<file path="config.mk">
export PLATFORM = sky130hd
export DESIGN_NAME = serial_frame_tx_flat
export DESIGN_NICKNAME = d
export VERILOG_FILES = /design/src/rtl/serial_frame_pkg.sv /design/src/rtl/serial_frame_tx_if.sv /design/src/rtl/serial_frame_tx_bit_cnt.sv /design/src/rtl/serial_frame_tx.sv /design/src/flat_wrapper.sv
export SDC_FILE = /design/constraint.sdc
export NUM_CORES = 1
export LEC_CHECK = 0
export ABC_AREA = 1
export BUFFER_PORTS_ARGS = -buffer_cell sky130_fd_sc_hd__buf_2
export CAP_MARGIN = 5
export CORE_MARGIN = 1
export CORE_UTILIZATION = 56
export CTS_CLUSTER_DIAMETER = 80
export DETAILED_ROUTE_END_ITERATION = 10
export PLACE_DENSITY_LB_ADDON = 0.08
export SYNTH_ARGS = -nofsm -noshare
export SYNTH_HDL_FRONTEND = slang
export SYNTH_SLANG_ARGS = --single-unit
</file>
<file path="constraint.sdc">
create_clock -name clk -period 1.6 [get_ports clk]
set_input_delay 0.16 -clock clk [delete_from_list [all_inputs] [get_ports clk]]
set_output_delay 0.16 -clock clk [all_outputs]
set_load 0.1 [all_outputs]
</file>
<file path="src/rtl/serial_frame_pkg.sv">
// Types and constants shared by the serial frame transmitter and its receiver.
package serial_frame_pkg;

  localparam int LEN_W  = 4;
  localparam int DATA_W = 15;

  localparam logic START_BIT = 1'b0;
  localparam logic STOP_BIT  = 1'b1;

  typedef enum logic [2:0] {
    IDLE  = 3'd0,
    START = 3'd1,
    LEN   = 3'd2,
    DATA  = 3'd3,
    STOP  = 3'd4
  } state_e;

endpackage

</file>
<file path="src/rtl/serial_frame_tx_if.sv">
// Request/status bundle between a frame producer and serial_frame_tx.
interface serial_frame_tx_if #(
  parameter int LEN_W  = serial_frame_pkg::LEN_W,
  parameter int DATA_W = serial_frame_pkg::DATA_W
) ();

  logic              start;
  logic [LEN_W-1:0]  len;
  logic [DATA_W-1:0] data;
  logic              serOut;
  logic              ready;
  logic              busy;
  logic              done;
  logic              lenErr;

  modport master (
    output start, len, data,
    input  serOut, ready, busy, done, lenErr
  );

  modport slave (
    input  start, len, data,
    output serOut, ready, busy, done, lenErr
  );

endinterface

</file>
<file path="src/rtl/serial_frame_tx_bit_cnt.sv">
// Loadable down-counter; tc flags that the current phase is on its last bit.
module frame_bit_cnt #(
  parameter int W = 4
) (
  input  logic         clk,
  input  logic         rst,
  input  logic         load,
  input  logic         en,
  input  logic [W-1:0] value,
  output logic         tc
);

  logic [W-1:0] count_q, count_d;

  // next count: load wins over decrement
  always_comb begin
    count_d = count_q;
    if (load) begin
      count_d = value;
    end else if (en) begin
      count_d = count_q - W'(1'b1);
    end else begin
      count_d = count_q;
    end
  end

  // count register
  always_ff @(posedge clk or posedge rst) begin
    if (rst) begin
      count_q <= {W{1'b0}};
    end else begin
      count_q <= count_d;
    end
  end

  assign tc = (count_q == {W{1'b0}});

endmodule

</file>
<file path="src/rtl/serial_frame_tx.sv">
// Serial frame transmitter: start bit, length MSB first, payload LSB first, stop bit.
module serial_frame_tx
  import serial_frame_pkg::*;
#(
  parameter int LEN_W  = serial_frame_pkg::LEN_W,
  parameter int DATA_W = serial_frame_pkg::DATA_W
) (
  input logic              clk,
  input logic              rst,
  serial_frame_tx_if.slave bus
);

  state_e            state_q, state_d;
  logic [LEN_W-1:0]  len_q, len_d;
  logic [LEN_W-1:0]  len_sh_q, len_sh_d;
  logic [DATA_W-1:0] data_q, data_d;
  logic              ser_out_q, ser_out_d;
  logic              len_err_q, len_err_d;
  logic              cnt_load_s, cnt_en_s, cnt_tc_s;
  logic [LEN_W-1:0]  cnt_value_s;

  frame_bit_cnt #(.W(LEN_W)) u_bit_cnt (
    .clk   (clk),
    .rst   (rst),
    .load  (cnt_load_s),
    .en    (cnt_en_s),
    .value (cnt_value_s),
    .tc    (cnt_tc_s)
  );

  // next state; ser_out_d is the bit the line carries in the next state
  always_comb begin
    state_d     = state_q;
    len_d       = len_q;
    len_sh_d    = len_sh_q;
    data_d      = data_q;
    ser_out_d   = STOP_BIT;
    len_err_d   = 1'b0;
    cnt_load_s  = 1'b0;
    cnt_en_s    = 1'b0;
    cnt_value_s = {LEN_W{1'b0}};
    case (state_q)
      IDLE: begin
        if (bus.start) begin
          if (bus.len != {LEN_W{1'b0}}) begin
            state_d   = START;
            len_d     = bus.len;
            len_sh_d  = bus.len;
            data_d    = bus.data;
            ser_out_d = START_BIT;
          end else begin
            len_err_d = 1'b1;
          end
        end else begin
          state_d = IDLE;
        end
      end
      START: begin
        state_d     = LEN;
        cnt_load_s  = 1'b1;
        cnt_value_s = LEN_W'(LEN_W - 1);
        ser_out_d   = len_sh_q[LEN_W-1];
        len_sh_d    = {len_sh_q[LEN_W-2:0], 1'b0};
      end
      LEN: begin
        if (cnt_tc_s) begin
          state_d     = DATA;
          cnt_load_s  = 1'b1;
          cnt_value_s = len_q - LEN_W'(1'b1);
          ser_out_d   = data_q[0];
          data_d      = {1'b0, data_q[DATA_W-1:1]};
        end else begin
          cnt_en_s  = 1'b1;
          ser_out_d = len_sh_q[LEN_W-1];
          len_sh_d  = {len_sh_q[LEN_W-2:0], 1'b0};
        end
      end
      DATA: begin
        if (cnt_tc_s) begin
          state_d   = STOP;
          ser_out_d = STOP_BIT;
        end else begin
          cnt_en_s  = 1'b1;
          ser_out_d = data_q[0];
          data_d    = {1'b0, data_q[DATA_W-1:1]};
        end
      end
      STOP: begin
        state_d   = IDLE;
        ser_out_d = STOP_BIT;
      end
      default: begin
        state_d   = IDLE;
        ser_out_d = STOP_BIT;
      end
    endcase
  end

  // state, captured frame and registered line/error outputs
  always_ff @(posedge clk or posedge rst) begin
    if (rst) begin
      state_q   <= IDLE;
      len_q     <= {LEN_W{1'b0}};
      len_sh_q  <= {LEN_W{1'b0}};
      data_q    <= {DATA_W{1'b0}};
      ser_out_q <= STOP_BIT;
      len_err_q <= 1'b0;
    end else begin
      state_q   <= state_d;
      len_q     <= len_d;
      len_sh_q  <= len_sh_d;
      data_q    <= data_d;
      ser_out_q <= ser_out_d;
      len_err_q <= len_err_d;
    end
  end

  assign bus.serOut = ser_out_q;
  assign bus.ready  = (state_q == IDLE);
  assign bus.busy   = (state_q != IDLE);
  assign bus.done   = (state_q == STOP);
  assign bus.lenErr = len_err_q;

endmodule

</file>
<file path="src/flat_wrapper.sv">
// flat-port wrapper written by rule: the top's interface ports become plain ports
module serial_frame_tx_flat import serial_frame_pkg::*;
#(
  parameter int LEN_W  = serial_frame_pkg::LEN_W,
  parameter int DATA_W = serial_frame_pkg::DATA_W
)
  (clk, rst, bus_start, bus_len, bus_data, bus_serOut, bus_ready, bus_busy, bus_done, bus_lenErr);
  serial_frame_tx_if #(.LEN_W(LEN_W), .DATA_W(DATA_W)) bus_i ();
  input logic clk;
  input logic rst;
  input wire logic [$bits(bus_i.start)-1:0] bus_start;
  input wire logic [$bits(bus_i.len)-1:0] bus_len;
  input wire logic [$bits(bus_i.data)-1:0] bus_data;
  output wire logic [$bits(bus_i.serOut)-1:0] bus_serOut;
  output wire logic [$bits(bus_i.ready)-1:0] bus_ready;
  output wire logic [$bits(bus_i.busy)-1:0] bus_busy;
  output wire logic [$bits(bus_i.done)-1:0] bus_done;
  output wire logic [$bits(bus_i.lenErr)-1:0] bus_lenErr;
  assign bus_i.start = bus_start;
  assign bus_i.len = bus_len;
  assign bus_i.data = bus_data;
  assign bus_serOut = bus_i.serOut;
  assign bus_ready = bus_i.ready;
  assign bus_busy = bus_i.busy;
  assign bus_done = bus_i.done;
  assign bus_lenErr = bus_i.lenErr;
  serial_frame_tx #(.LEN_W(LEN_W), .DATA_W(DATA_W)) u_core (.clk(clk), .rst(rst), .bus(bus_i));
endmodule
</file>
==> metrics.md <==
| Metric | Value |
|---|---|
| Crit path max fanout | `4` |
| Final wirelength | `3.429 mm` |
| Initial Utilization | `61.45%` |
| H-tree depth | `2` |
| Max_slew headroom | `between 60% and 70%` |
| WS Path Type | `reg -> out` |
| Antenna-violating nets left | `0` |
| Final Hold Fails | `0` |
| Core ar. | `2853 µm²` |
| Placed cells | `between 300 and 400` |
| Hold Path Class | `in -> reg` |
| Maximum VDD drop | `roughly 1200 µV` |
| Synth warnings | `0` |
| Worst Tran Pin Value | `0.4831 ns` |
| Port Buffers | `26` |
| RSZ-0062 raised after global routing | `yes` |
| IO Pins | `27` |
| Area Growth Syn to Fin | `18.92%` |
| Met1 Wirelength | `between 1.5 and 2 mm` |
| Routed wl met2 | `around 1.5 mm` |
| Switch share | `between 40% and 50%` |
| Final setup margin | `between 0.03 and 0.04 ns` |
| Via-to-Cell Ratio | `roughly 5` |
| Synthesized flop and latch total | `32` |
| Max frequency | `~0.64 GHz` |
| CP peak stage delay | `about 0.44 ns` |
| CTS root buf | `clkbuf_4` |
| Wire per inst | `10.99 µm` |
| Post-synthesis net count | `268` |
| Post-synth cell types | `19` |
| CP Capture Type | `output port` |
| Placer Congestion | `a little over 0.8` |
| Pint | `~2.3 mW` |
| NetSw | `2.099 mW` |
| Period utilization | `slightly below 100%` |
| # Post-CTS Setup Buffers | `0` |
| Global route total overflow | `0` |
| Top cell by count, worst path | `inv_2` |
| Crit-path slowest cell | `dfrtp_1` |
| DR top layer | `met4` |
| Die area | `around 3400 µm²` |
| Worst path top cell family by delay | `flip-flops` |
| Comb pwr share | `between 50% and 60%` |
| Sequential element share of the synthesized area | `45.75%` |
| Final HPWL from detailed placement | `between 2 and 2.5 mm` |
| DIE HEIGHT | `between 50 and 60 µm` |
| Multi-input logic area | `about 850 µm²` |
| Die width | `slightly below 60 µm` |
| Worst EP required | `between 1 and 1.5 ns` |
| Final setup fails | `0` |
| Iter 0 DRT Violations | `79` |
| Max cap viols | `0` |
| Minimum clock period | `1.562 ns` |
| Clock power share | `a little over an eighth` |
| TritonCTS Sinks | `32` |
| CTS buffer count | `5` |
| Pleak | `around 1.2 nW` |
| Final Non-Filler Cells | `approximately 310` |
| Clock skew | `0.01228 ns` |
| Final core occ | `73.07%` |
| Critical Path, Cell by Cell | `nor2_2 > inv_2 > nor2_4 > inv_2 > buf_12` |
| Buf/Inv on CP | `3` |
| Post-Syn Area | `around 1800 µm²` |
| Initial antenna violation count | `0` |
| Num rows | `19` |
| Crit path DAT | `around 1.4 ns` |
| Filler cells | `241` |
| Fin. max-slew vios | `0` |
| TritonCTS clock tree | `done` |
| Largest net degree at the start of global routing | `33` |
| Fin nets | `approximately 300` |
| Pre-antenna DRT Iters | `7` |
| Status | `finished with violations` |
| Register area | `roughly 800 µm²` |
| Worst-case clock buffer depth | `2` |
| Mapped Cells | `244` |
| Skew-Pair Late Insertion Delay | `~0.33 ns` |
| Gr usage total | `between 20% and 30%` |
| Avg Synthesized Cell Area | `7.184 µm²` |
| WL met3 | `between 100 and 150 µm` |
| CP startpoint kind | `flop` |
| Vias in the first global route | `roughly 1,400` |
| N_diodes | `0` |
| Reg clk slew, reported paths | `roughly 0.10 ns` |
| Share of power burned in registers | `31.5%` |
| Violated checks | `DRC` |
| First-pass GRT wire length | `between 6 and 7 mm` |
| Post-place setup slack | `a little over 0.05 ns` |
| Via count | `about 1,600` |
| Share of layout cells above drive strength 1 | `around 22%` |
| Pwr dens | `roughly 2100 nW/µm²` |
| DRC viols | `1` |
==> what timing repair did <==
action / CTS / global route
setup endpoints to repair: 2 / 21
hold buffers: 1 / 0
gates resized for setup: 2 / 6
hold endpoints to repair: 31 / 0
gates cloned: 0 / 0
==> kinds of logic after synthesis <==
logic type                 after synthesis  share of synthesized area [%]
and+or+nand+nor                        169                          41.97
AOI/OAI and AO/OA                       10                          2.855
DFF                                     32                          45.75
buffers and inverters                   29                          6.995
xor gates and xnor gates                 2                         0.9995
adders and majority gates                2                          1.427
==> registers in the layout, indices dropped and copies added (netlist names) <==
name	count
u_core.len_sh_q	4
u_core.bus.lenErr	1
u_core.u_bit_cnt.count_q	4
u_core.state_q	3
u_core.data_q	15
u_core.bus.serOut	1
u_core.len_q	4
==> cell usage in the layout (no fill, tap or decap), drive strengths merged, types with 2 or more instances in the layout <==
master	synthesis	final
dfrtp	31	31
nand4	17	17
inv	23	23
o21ai	10	10
clkbuf	0	6
buf	6	34
nand3	13	13
ha	2	2
nor2	11	11
xor2	2	2
nand2	126	126
==> per-stage QoR <==
step / hold slack (ns) / TNS [ns] / power [mW] / instance area [µm²]
after CTS: 0.09521 / -0.005048 / 4.428 / 2072
after detailed placement: 0.2625 / 0 / 3.811 / 1981
after floorplan: 0.2755 / -5.535 / 3.288 / 1758
final: 0.1037 / 0 / 4.442 / 2085
after global routing: 0.09556 / -0.03994 / 4.858 / 2085
after global placement: 0.2645 / 0 / 3.772 / 1981
==> synthesized netlist by cell type (all sizes together) <==
master / n / area share (%)
buf: 6 / 2.1
dfrtp: 31 / 44
dfstp: 1 / 1.5
ha: 2 / 1.4
inv: 23 / 4.9
nand2: 126 / 28
nand3: 13 / 4.4
nand4: 17 / 6.1
nor2: 11 / 3.2
nor3: 1 / 0.29
nor3b: 1 / 0.43
o21ai: 10 / 2.9
xor2: 2 / 1.0
==> power groups by stage <==
stage	Sequential (mW)	Clock, mW	Combinational, mW
after detailed placement	1.41	0	2.40
final	1.40	0.597	2.45
after global routing	1.44	0.638	2.78
after floorplan	1.45	0	1.84
after CTS	1.40	0.612	2.42
after global placement	1.41	0	2.37
==> worst paths after layout <==
kind	from	slack, ns	depth (start not counted)	end
worst max-delay path	u_core.state_q[2]	0.04	5	bus_busy
min in group asynchronous	rst	0.46	4	u_core.data_q[14]
worst min-delay path	bus_len[0]	0.10	3	u_core.len_q[0]
worst max register to register	u_core.u_bit_cnt.count_q[0]	0.10	8	u_core.data_q[3]
worst min register to register	u_core.data_q[13]	0.48	2	u_core.data_q[13]
max in group asynchronous	rst	0.82	4	u_core.bus.serOut
==> routing by layer <==
metal | track usage (%) | vias up
li1 | - | 844
met1 | 33.92 | 714
met2 | 34.65 | 42
met3 | 4.688 | 5
met4 | 8.503 | 0
met5 | 0 | -
==> cell type report <==
| cell class | instances | share of cell area (%) |
|---|---|---|
| clock buffers | 6 | 1.981 |
| clock inverters | 2 | 1.681 |
| inverters | 23 | 4.142 |
| multi-input cells | 183 | 40.70 |
| flip-flops and latches | 32 | 38.48 |
| well taps | 31 | 1.861 |
| repair buffers | 35 | 11.16 |
==> worst min-delay path, cell delays in order <==
cell and delay [ns]:
buf_2 0.10, inv_1 0.05, o21ai_0 0.07
Note: power is estimated with default switching activity, not from simulation.
